--- config.mk ---
export PLATFORM = sky130hd
export DESIGN_NAME = uart_tx_fsm
export DESIGN_NICKNAME = d
export VERILOG_FILES = /design/src/rtl/uart_pkg.sv /design/src/rtl/uart_tx_bit_timer.sv /design/src/rtl/uart_tx_fsm.sv
export SDC_FILE = /design/constraint.sdc
export NUM_CORES = 1
export LEC_CHECK = 0
export CAP_MARGIN = 10
export CORE_UTILIZATION = 58
export DETAILED_ROUTE_END_ITERATION = 6
export PLACE_DENSITY = 0.84
export RECOVER_POWER = 50
export SLEW_MARGIN = 10
export SYNTH_ARGS = -nofsm -noshare
export SYNTH_HDL_FRONTEND = slang
export SYNTH_SLANG_ARGS = --single-unit
export TNS_END_PERCENT = 5
--- constraint.sdc ---
create_clock -name clk -period 5.7 [get_ports clk]
set_input_delay 0.855 -clock clk [delete_from_list [all_inputs] [get_ports clk]]
set_output_delay 0.855 -clock clk [all_outputs]
set_load 0.01 [all_outputs]
--- src/rtl/uart_pkg.sv ---
// Shared UART state numbering and parity constants for the TX and RX FSMs.
// STOP2 joins the TX state type only when UART_TX_TWO_STOP_EN is defined.
package uart_pkg;

  localparam logic [2:0] S_IDLE   = 3'd0;
  localparam logic [2:0] S_START  = 3'd1;
  localparam logic [2:0] S_DATA   = 3'd2;
  localparam logic [2:0] S_PARITY = 3'd3;
  localparam logic [2:0] S_STOP   = 3'd4;
  localparam logic [2:0] S_STOP2  = 3'd5;

  localparam logic PAR_EVEN = 1'b0;
  localparam logic PAR_ODD  = 1'b1;

  typedef enum logic [2:0] {
    IDLE   = S_IDLE,
    START  = S_START,
    DATA   = S_DATA,
    PARITY = S_PARITY,
`ifdef UART_TX_TWO_STOP_EN
    STOP2  = S_STOP2,
`endif
    STOP   = S_STOP
  } tx_state_e;

endpackage

--- src/rtl/uart_tx_bit_timer.sv ---
// Per-bit edge counter and frame bit counter for the UART transmitter.
// bit_done is combinational in the last clock of each bit; restart zeroes both counters.
module uart_tx_bit_timer
  import uart_pkg::*;
#(
  parameter int PWIDTH = 6,
  parameter int DWIDTH = 8,
  parameter int BW     = (DWIDTH > 1) ? $clog2(DWIDTH) : 1
) (
  input  logic              clk,
  input  logic              rst,
  input  logic [PWIDTH-1:0] prescale_q,
  input  logic              run,
  input  logic              restart,
  output logic              bit_done,
  output logic [BW-1:0]     bit_cnt
);

  logic [PWIDTH-1:0] edge_cnt_q, edge_cnt_d;
  logic [PWIDTH-1:0] last_edge;
  logic [BW-1:0]     bit_cnt_q, bit_cnt_d;

  always_comb begin
    // prescale 0 wraps to all-ones, giving 2^PWIDTH clocks per bit
    last_edge  = prescale_q - PWIDTH'(1);
    bit_done   = run && (edge_cnt_q == last_edge);
    edge_cnt_d = edge_cnt_q;
    bit_cnt_d  = bit_cnt_q;
    if (restart) begin
      edge_cnt_d = '0;
      bit_cnt_d  = '0;
    end else if (bit_done) begin
      edge_cnt_d = '0;
      bit_cnt_d  = bit_cnt_q + BW'(1);
    end else if (run) begin
      edge_cnt_d = edge_cnt_q + PWIDTH'(1);
    end
  end

  always_ff @(posedge clk or negedge rst) begin
    if (!rst) begin
      edge_cnt_q <= '0;
      bit_cnt_q  <= '0;
    end else begin
      edge_cnt_q <= edge_cnt_d;
      bit_cnt_q  <= bit_cnt_d;
    end
  end

  assign bit_cnt = bit_cnt_q;

endmodule

--- src/rtl/uart_tx_fsm.sv ---
// UART transmitter: start, DWIDTH data bits LSB-first, optional parity, stop (two with UART_TX_TWO_STOP_EN).
// Start bit appears one clock after accept; ready only in IDLE or the final stop-bit clock, allowing back-to-back frames.
module uart_tx_fsm
  import uart_pkg::*;
#(
  parameter int PWIDTH = 6,
  parameter int DWIDTH = 8
) (
  input  logic              clk,
  input  logic              rst,
  input  logic [PWIDTH-1:0] prescale,
  input  logic [DWIDTH-1:0] p_data,
  input  logic              data_valid,
  input  logic              parity_en,
  input  logic              parity_type,
  output logic              ready,
  output logic              busy,
  output logic              tx_out
);

  localparam int BW = (DWIDTH > 1) ? $clog2(DWIDTH) : 1;
  localparam logic [BW-1:0] LAST_BIT = BW'(DWIDTH - 1);
`ifdef UART_TX_TWO_STOP_EN
  localparam tx_state_e LAST_STOP = STOP2;
`else
  localparam tx_state_e LAST_STOP = STOP;
`endif

  tx_state_e         state_q, state_d;
  logic              tx_out_q, tx_out_d;
  logic              busy_q, busy_d;
  logic [DWIDTH-1:0] shift_q, shift_d;
  logic              parity_q, parity_d;
  logic              par_en_q, par_en_d;
  logic [PWIDTH-1:0] prescale_q, prescale_d;
  logic              bit_done, restart, accept, run;
  logic [BW-1:0]     bit_cnt;

  uart_tx_bit_timer #(.PWIDTH(PWIDTH), .DWIDTH(DWIDTH), .BW(BW)) u_timer (
    .clk        (clk),
    .rst        (rst),
    .prescale_q (prescale_q),
    .run        (run),
    .restart    (restart),
    .bit_done   (bit_done),
    .bit_cnt    (bit_cnt)
  );

  always_comb begin
    run        = (state_q != IDLE);
    ready      = (state_q == IDLE) || ((state_q == LAST_STOP) && bit_done);
    accept     = data_valid && ready;
    state_d    = state_q;
    shift_d    = shift_q;
    parity_d   = parity_q;
    par_en_d   = par_en_q;
    prescale_d = prescale_q;
    restart    = 1'b0;
    if (accept) begin
      state_d    = START;
      shift_d    = p_data;
      par_en_d   = parity_en;
      prescale_d = prescale;
      restart    = 1'b1;
      case (parity_type)
        PAR_ODD:  parity_d = ~^p_data;
        default:  parity_d = ^p_data;
      endcase
    end else begin
      case (state_q)
        IDLE: ;
        START: if (bit_done) begin
          state_d = DATA;
          restart = 1'b1;
        end
        DATA: if (bit_done) begin
          if (bit_cnt == LAST_BIT) state_d = par_en_q ? PARITY : STOP;
          else                     shift_d = shift_q >> 1;
        end
        PARITY: if (bit_done) state_d = STOP;
`ifdef UART_TX_TWO_STOP_EN
        STOP:  if (bit_done) state_d = STOP2;
        STOP2: if (bit_done) state_d = IDLE;
`else
        STOP:  if (bit_done) state_d = IDLE;
`endif
        default: state_d = IDLE;
      endcase
    end

    // line level is decoded from the next state so tx_out stays a clean flop
    case (state_d)
      START:   tx_out_d = 1'b0;
      DATA:    tx_out_d = shift_d[0];
      PARITY:  tx_out_d = parity_q;
      default: tx_out_d = 1'b1;
    endcase
    busy_d = (state_d != IDLE);
  end

  always_ff @(posedge clk or negedge rst) begin
    if (!rst) begin
      state_q    <= IDLE;
      tx_out_q   <= 1'b1;
      busy_q     <= 1'b0;
      shift_q    <= '0;
      parity_q   <= 1'b0;
      par_en_q   <= 1'b0;
      prescale_q <= '0;
    end else begin
      state_q    <= state_d;
      tx_out_q   <= tx_out_d;
      busy_q     <= busy_d;
      shift_q    <= shift_d;
      parity_q   <= parity_d;
      par_en_q   <= par_en_d;
      prescale_q <= prescale_d;
    end
  end

  assign tx_out = tx_out_q;
  assign busy   = busy_q;

endmodule

==> impl_metrics.yaml, run 1 <==
layout:
  layout-drive-gt1-share: 0.08427
  area_growth_pct: 18.83
  multi_input_area_um2: 794.5
  seqCellArea_um2: 752.0
  fin_nets: 200
  nFillCells: 188
  antennaDiodeCount: 0
  final_cell_area_mm2: 0.001911
  final_cell_count_no_fill: 208
setup_path:
  reg2reg_from: "prescale_q[2]$_DFFE_PN0P_"
  cp_max_fo: 8
  start_kind: "flop"
  crit_arrival_ns: 3.19
  crit_required_ns: 4.85
  slowest_delay_ns: 0.56
  slowest_stage: "clkdlybuf4s50_1"
  worstSetupPathType: "flop to output pin"
  endpoint_kind: "output pin"
  crit_path_cell_trace: "or4_1, or3_1, a211o_1, or2_1, and2_1, nor3_1, clkdlybuf4s50_1"
  startpoint: "prescale_q[2]$_DFFE_PN0P_"
routing:
  ant_nets: 0
  dr.pass1.iters: 4
  drt_iter0_drc: 30
  vias: 1213
  wl_um: 3041
  drc: 0
  drt-wirelength-per-cell_um: 14.62
  via_per_inst: 5.832
sta:
  period_minus_slack_ns: 4.049
  fin_skew_ns: 0.01030
  worst_pin_slew_ns: 1.598
  maxSlewHeadroom: -0.06563
  hold_viol: 0
  tns_ns: 0
  rsz0062_at_grt: "false"
  drv_slew: 31
  fin_crit_sh: 0.7104
  fmaxAchievable_ghz: 0.2470
  setup_viol: 0
die:
  die_area_mm2: 0.002987
  start_util: 0.6318
  rows: 18
  coreArea_mm2: 0.002545
  pin_count: 22
  die_x_um: 54.65
  fp.dieH_um: 54.65
logic_synthesis:
  avgSynthCellArea_um2: 10.58
  ys.warnings.count: 0
  synth_nets: 175
  netlist_top_cells_count: "dfrtp_1 (29), nor2_1 (13), xnor2_1 (12)"
  synth-seq-area-share: 0.4677
  synth.distinct_cells: 38
  synth_flop_cell: "dfrtp_1"
  ys_async_sr_fraction: 1.000
  ys_ff_latch: 30
  synth_area_mm2: 0.001608
  synth_top_area_frac: 0.4514
  yosys.cell_count.top_type: "dfrtp_1"
  synth_edf_count: 0
  synth_cells: 152
  synth_top_cell_by_area: "dfrtp_1"
  synthTopCellsByArea: "dfrtp_1 (45%), xnor2_1 (6.5%), a22o_1 (4.9%)"
clock_tree:
  clk_pin_slew_ns: 0.09
  cts_tree: "done"
  clockBufferDepth: 2
  cts_resized: 0
  cts_root_buf: "clkbuf_4"
  postCtsSetupBuffers: 0
  cts.sinks: 30
  hold_buffers: 0
  worstSkewPairLatency_ns: 0.33
  cts-buffers-inserted: 5
  htreeDepth: 2
global_routing:
  grt_max_degree: 31
  grt_pass1_wl_um: 4981
  overflow: 0
  grtUsageTotal: 0.2437
  antenna_found_initial: 0
  grt_pass1_vias: 1149
flow_run:
  cap_viol_max_count: 1
min_path:
  hold_path_class: "flop to flop"
  hold_path.startpoint: "shift_q[4]$_DFFE_PN0P_"
pwr:
  vdd_drop_max_mv: 0.3474
  power.density_mw_per_mm2: 478.8
  p_leak_nw: 0.8712
placed_design:
  dpl-instance-area_mm2: 0.001839
  gp_congestion: 0.8129
  hpwl_um: 2306
  dp_cells: 200
  port_buffers: 21
outcome:
  violations: "max-capacitance violations, max-slew violations"
  status: "complete, but fails checks"
## report_power, final
part / switching, W / internal [W]
Clock: 0.0000708 / 0.0000930
Sequential: 0.0000819 / 0.000308
Combinational: 0.000176 / 0.000185
Total: 0.000329 / 0.000586
## cell type report
class                           instances  area share
Multi-Input combinational cell        109      0.4158
Sequential cell                        30      0.3936
Timing Repair Buffer                   23      0.1159
Clock buffer                            7     0.02358
Tap cell                               30     0.01965
Clock inverter                          1     0.01572
Inverter                                8     0.01572
## worst max-delay path: cells and delay by family, from the launching register on
kind / cells / cell delay, ns
and+or+nand+nor: 5 / 1.51
DFF: 1 / 0.44
AOI/OAI and AO/OA: 1 / 0.36
buffers and inverters: 1 / 0.56
## metal layers
layer	track usage	vias up	wire, µm
met1	0.2855	599	1309
met5	0	-	0
li1	-	581	-
met2	0.3996	28	1588
met3	0.06111	5	112
met4	0.1410	0	31
## state kept, by name, indices dropped and copies added (netlist names)
register	cells
tx_out	1
busy	1
u_timer.edge_cnt_q	6
state_q	3
parity_q	1
prescale_q	6
u_timer.bit_cnt	3
shift_q	8
par_en_q	1
## cells in the final DEF (no fill, tap or decap), types with 2 or more instances in the layout
cell type,synthesis,routed
nor3_1,3,3
dlygate4sd3_1,0,2
clkbuf_1,2,3
nand3_1,4,4
inv_1,8,8
a21oi_1,3,3
xnor2_1,12,12
nor2_1,13,13
ha_1,4,4
mux2i_1,6,6
nand2_1,9,9
and2_1,2,2
nor2b_1,2,2
clkbuf_4,0,5
o21ai_0,6,6
or3_1,3,3
dfrtp_1,29,29
mux2_2,5,5
a21o_1,6,6
a22o_1,9,9
xor2_1,7,7
clkdlybuf4s50_1,0,19
## final timing paths
kind	endpoint	cells past startpoint	slack, ns
worst max register to register	shift_q[1]$_DFFE_PN0P_	8	2.79
max in group asynchronous	u_timer.edge_cnt_q[2]$_DFFE_PN0P_	2	3.32
worst max-delay path	ready	7	1.65
worst min register to register	shift_q[4]$_DFFE_PN0P_	1	0.49
worst min-delay path	shift_q[4]$_DFFE_PN0P_	1	0.49
min in group asynchronous	parity_q$_DFFE_PN0P_	2	1.45
## logic make-up (layout without fill, tap and decap cells)
kind of cell,count (synthesis),after routing,synth area share
xor+xnor,19,19,0.1035
mux,12,12,0.07938
buf+inv,13,39,0.03813
simple gates,43,43,0.1440
fa+ha+maj,4,4,0.03113
compound gates,31,31,0.1362
flops,30,30,0.4677
## metrics by stage
step                hold WS (ns)   power, W  setup slack, ns    util
global route              0.5039  0.0009791            1.515  0.7507
global placement          0.4594  0.0007264            2.088  0.7227
floorplan                 0.4489  0.0006577            2.519       -
CTS                       0.4870  0.0009209            1.654  0.7522
finish                    0.4861  0.0009149            1.651  0.7507
detailed placement        0.4659  0.0007553            2.029  0.7227
(Power assumes the default switching activity.)
==> run 2, diff against run 1 <==
--- a/config.mk
+++ b/config.mk
@@ -6,9 +6,9 @@
 export NUM_CORES = 1
 export LEC_CHECK = 0
 export CAP_MARGIN = 10
-export CORE_UTILIZATION = 58
+export CORE_UTILIZATION = 48
 export DETAILED_ROUTE_END_ITERATION = 6
-export PLACE_DENSITY = 0.84
+export PLACE_DENSITY = 0.74
 export RECOVER_POWER = 50
 export SLEW_MARGIN = 10
 export SYNTH_ARGS = -nofsm -noshare
==> constraint.sdc (replaced) <==
create_clock -name clk -period 3.4 [get_ports clk]
set_input_delay 0.51 -clock clk [delete_from_list [all_inputs] [get_ports clk]]
set_output_delay 0.51 -clock clk [all_outputs]
set_load 0.01 [all_outputs]
==> impl_metrics.yaml, run 2 (synthesis gave the netlist of run 1 again) <==
clock_tree:
  clockBufferDepth: 2
  cts_tree: "done"
  cts.sinks: 30
  worstSkewPairLatency_ns: 0.34
  cts-buffers-inserted: 5
  clk_pin_slew_ns: 0.09
  hold_buffers: 0
  htreeDepth: 2
  cts_root_buf: "clkbuf_4"
layout:
  largestRegisters: "shift_q x8, prescale_q x6, u_timer.edge_cnt_q x6"
  largest_register: "shift_q"
  layout_common_cells: "dfrtp_1 (29), clkdlybuf4s50_1 (18), nor2_1 (13)"
  area_growth_pct: 19.61
  nFillCells: 292
  layout-drive-gt1-share: 0.1056
  fin_nets: 202
  final_common_cell: "dfrtp_1"
  largest_register_ffs: 8
  fin_util: 0.6198
  antennaDiodeCount: 0
  final_cell_area_mm2: 0.001923
die:
  die_x_um: 59.88
  pin_count: 22
  rows: 20
  fp.dieH_um: 59.88
  coreArea_mm2: 0.003103
  die_area_mm2: 0.003585
  start_util: 0.5181
routing:
  drt_iter0_drc: 44
  dr.pass1.iters: 4
  ant_nets: 0
  vias: 1180
  drt-wirelength-per-cell_um: 12.92
  wl_um: 2895
  drc: 0
  via_per_inst: 5.268
sta:
  worst_pin_slew_ns: 1.573
  hold_viol: 0
  maxSlewHeadroom: -0.04897
  rsz0062_at_grt: "false"
  tns_ns: 0
  drv_slew: 31
  fmaxAchievable_ghz: 0.3163
  fin_crit_sh: 0.9299
  fin_skew_ns: 0.009688
  setup_viol: 0
  period_minus_slack_ns: 3.162
  hold-worst-slack_ns: 0.4841
global_routing:
  antenna_found_initial: 0
  grt_pass1_vias: 1189
  grt_pass1_wl_um: 5099
  use_met3: 0.07576
  grt_max_degree: 31
  grtUsageTotal: 0.1962
  met2_usage: 0.3159
  busiest_layer: "met2"
  overflow: 0
  use_met1: 0.2276
outcome:
  status: "complete, but fails checks"
  violations: "max-capacitance violations, max-slew violations"
setup_path:
  slowest_delay_ns: 0.53
  slowest_stage: "or4_1"
  worstSetupPathType: "flop to output pin"
  crit_arrival_ns: 2.65
  cp_max_fo: 4
  endpoint_kind: "output pin"
  crit_path_cell_trace: "or4_1, or3_1, a211o_1, or2_1, and2_1, nor3_1, clkbuf_2"
  start_kind: "flop"
  crit_required_ns: 2.89
placed_design:
  hpwl_um: 2177
  dpl-instance-area_mm2: 0.001872
  port_buffers: 21
  gp_congestion: 0.8914
min_path:
  hold_path_class: "flop to flop"
pwr:
  vdd_drop_max_mv: 0.4068
  p_leak_nw: 0.8772
  power.density_mw_per_mm2: 771.0
flow_run:
  cap_viol_max_count: 1
[run 2: worst max-delay path, delay by kind of cell, from the launching register on]
kind | cells | cell delay (ns)
flops | 1 | 0.42
simple gates | 5 | 1.39
buf+inv | 1 | 0.16
compound gates | 1 | 0.35
[run 2: area by class of cell]
type | instances | area (µm²) | share of cell area
Multi-Input combinational cell | 109 | 794.5 | 0.4131
Clock buffer | 7 | 55.05 | 0.02863
Sequential cell | 30 | 752.0 | 0.3910
Timing Repair Buffer | 25 | 231.5 | 0.1204
Tap cell | 44 | 55.05 | 0.02863
Inverter | 8 | 30.03 | 0.01561
Clock inverter | 1 | 5.005 | 0.002602
[run 2: per-stage QoR]
stage          setup WS, ns  cells  total power (W)
2_1_floorplan        0.5642    152         0.001103
3_3_place_gp         0.2188    216         0.001240
3_5_place_dp         0.2062    216         0.001273
4_1_cts              0.1167    224         0.001495
5_1_grt             0.04239    224         0.001611
6_report             0.2384    224         0.001483
[run 2: routing by layer]
metal	up-vias	part of all wire
met5	-	0
met2	26	0.45
li1	582	-
met3	8	0.046
met4	0	0.022
met1	564	0.48
[run 2: timing repair]
| item | 4_1_cts | 5_1_grt |
|---|---|---|
| buffers inserted | 0 | 0 |
| endpoints found under the setup margin | 1 | 1 |
| hold endpoints to repair | 0 | 0 |
| gates resized for setup | 1 | 2 |
[run 2: power by group]
part / internal, W / switching (W) / total, W
clock network: 0.000100 / 0.000122 / 0.000222
registers: 0.000516 / 0.000131 / 0.000647
logic: 0.000320 / 0.000294 / 0.000614
[run 2: worst paths after layout]
path,startpoint,endpoint,slack [ns],depth (start not counted)
setup / recovery,prescale_q[0]$_DFFE_PN0P_,ready,0.24,7
hold / removal,shift_q[6]$_DFFE_PN0P_,shift_q[6]$_DFFE_PN0P_,0.48,1
setup reg to reg,prescale_q[0]$_DFFE_PN0P_,shift_q[6]$_DFFE_PN0P_,0.47,9
hold reg to reg,shift_q[6]$_DFFE_PN0P_,shift_q[6]$_DFFE_PN0P_,0.48,1
max in group asynchronous,rst,shift_q[5]$_DFFE_PN0P_,1.40,2
min in group asynchronous,rst,parity_q$_DFFE_PN0P_,1.09,2
==> run 3, diff against run 2 <==
--- a/config.mk
+++ b/config.mk
@@ -5,7 +5,8 @@
 export SDC_FILE = /design/constraint.sdc
 export NUM_CORES = 1
 export LEC_CHECK = 0
-export CAP_MARGIN = 10
+export CAP_MARGIN = 20
+export CORE_ASPECT_RATIO = 1.25
 export CORE_UTILIZATION = 48
 export DETAILED_ROUTE_END_ITERATION = 6
 export PLACE_DENSITY = 0.74
==> constraint.sdc (replaced) <==
create_clock -name clk -period 2.7 [get_ports clk]
set_input_delay 0.405 -clock clk [delete_from_list [all_inputs] [get_ports clk]]
set_output_delay 0.405 -clock clk [all_outputs]
set_load 0.01 [all_outputs]
==> impl_metrics.yaml, run 3 (synthesis gave the netlist of run 1 again) <==
outcome:
  status: "complete, but fails checks"
  violations: "max-capacitance violations, max-slew violations, negative setup slack"
routing:
  vias: 1257
  ant_nets: 0
  drc: 0
  wl_um: 3356
  dr.pass1.iters: 4
  drt_iter0_drc: 27
  drt-wirelength-per-cell_um: 14.53
  via_per_inst: 5.442
global_routing:
  grtUsageTotal: 0.2244
  overflow: 0
  grt_max_degree: 31
  antenna_found_initial: 0
  grt_pass1_wl_um: 5699
  grt_pass1_vias: 1310
clock_tree:
  cts.sinks: 30
  clk_pin_slew_ns: 0.07
  cts-buffers-inserted: 5
  cts_root_buf: "clkbuf_8"
  htreeDepth: 2
  worstSkewPairLatency_ns: 0.28
  clockBufferDepth: 2
  cts_tree: "done"
placed_design:
  hpwl_um: 2496
  gp_congestion: 0.9122
  port_buffers: 21
  dpl-instance-area_mm2: 0.001984
setup_path:
  endpoint_kind: "output pin"
  crit_required_ns: 2.30
  crit_arrival_ns: 2.51
  ff2ff_path_depth: 8
  cp_max_fo: 2
  worstSetupPathType: "flop to output pin"
  start_kind: "flop"
layout:
  antennaDiodeCount: 0
  layout_common_cells: "dfrtp_1 (29), clkdlybuf4s50_1 (19), buf_4 (15)"
  seqCellArea_um2: 752.0
  fin_util: 0.6588
  area_growth_pct: 30.90
  final_cell_area_mm2: 0.002105
  nFillCells: 257
  largest_register: "shift_q"
  largest_register_ffs: 8
  multi_input_area_um2: 813.3
  layout-drive-gt1-share: 0.1856
  largestRegisters: "shift_q x8, prescale_q x6, u_timer.edge_cnt_q x6"
  fin_nets: 216
  final_common_cell: "dfrtp_1"
die:
  pin_count: 22
  die_x_um: 53.77
  die_area_mm2: 0.003586
  start_util: 0.5033
  fp.dieH_um: 66.71
  coreArea_mm2: 0.003194
  rows: 23
flow_run:
  cap_viol_max_count: 1
pwr:
  vdd_drop_max_mv: 0.5095
  p_leak_nw: 0.9755
  power.density_mw_per_mm2: 1039
sta:
  fin_crit_sh: 1.078
  fmaxAchievable_ghz: 0.3435
  fin_ws_ns: -0.2111
  drv_slew: 31
  hold-worst-slack_ns: 0.4804
  rsz0062_at_grt: "true"
  worst_pin_slew_ns: 1.602
  setup_viol: 1
  hold_viol: 0
  period_minus_slack_ns: 2.911
  fin_skew_ns: 0.006056
  maxSlewHeadroom: -0.06819
min_path:
  hold_path_class: "flop to flop"
  worstHoldPathCells: 1
## run 3: critical path, stage by stage, from the launching register on
cell	delay (ns)
dfrtp_1	0.38
or4_1	0.53
or3_1	0.33
a211o_1	0.28
or2_1	0.22
and2_1	0.19
nor3_2	0.15
buf_2	0.15
## run 3: worst paths after layout
kind	startpoint	to	slack, ns
max	prescale_q[0]$_DFFE_PN0P_	ready	-0.21
max in group asynchronous	rst	state_q[2]$_DFF_PN0_	0.72
max reg2reg	prescale_q[0]$_DFFE_PN0P_	busy$_DFF_PN0_	0.02
min	shift_q[3]$_DFFE_PN0P_	shift_q[3]$_DFFE_PN0P_	0.48
min reg2reg	shift_q[3]$_DFFE_PN0P_	shift_q[3]$_DFFE_PN0P_	0.48
min in group asynchronous	rst	prescale_q[5]$_DFFE_PN0P_	1.06
## run 3: layer usage
layer	GRT usage	vias up	part of all wire
li1	-	611	-
met1	0.2345	617	0.39
met2	0.4105	25	0.56
met3	0.05479	4	0.031
met4	0.08882	0	0.014
met5	0	-	0
## run 3: repair_timing
item,in CTS,in global routing
hold buffers,0,0
resized for setup,6,2
endpoints found under the setup margin,12,14
setup buffers,0,0
pin swaps,3,1
## run 3: stage by stage
step / worst slack (ns) / instances / TNS (ns) / total power (W)
2_1_floorplan: -0.03388 / 152 / -0.03558 / 0.001391
3_3_place_gp: -0.2843 / 223 / -0.2843 / 0.001682
3_5_place_dp: -0.3427 / 223 / -0.6605 / 0.001738
4_1_cts: -0.2153 / 231 / -0.2153 / 0.002202
5_1_grt: -0.3068 / 231 / -0.9079 / 0.002341
6_report: -0.2111 / 231 / -0.2111 / 0.002187
## run 3: where the power goes
group / switching, W / leakage [nW] / internal (W)
logic: 0.000439 / 0.558 / 0.000508
clock network: 0.000167 / 0.0514 / 0.000275
registers: 0.000146 / 0.366 / 0.000652
total: 0.000752 / 0.975 / 0.00144
## run 3: layout make-up
type,instances,area share
multi-input combinational,109,0.3864
sequential,30,0.3573
timing repair buffer,39,0.1677
clock buffer,6,0.03448
tap,37,0.02200
clock inverter,2,0.01784
inverter,8,0.01427
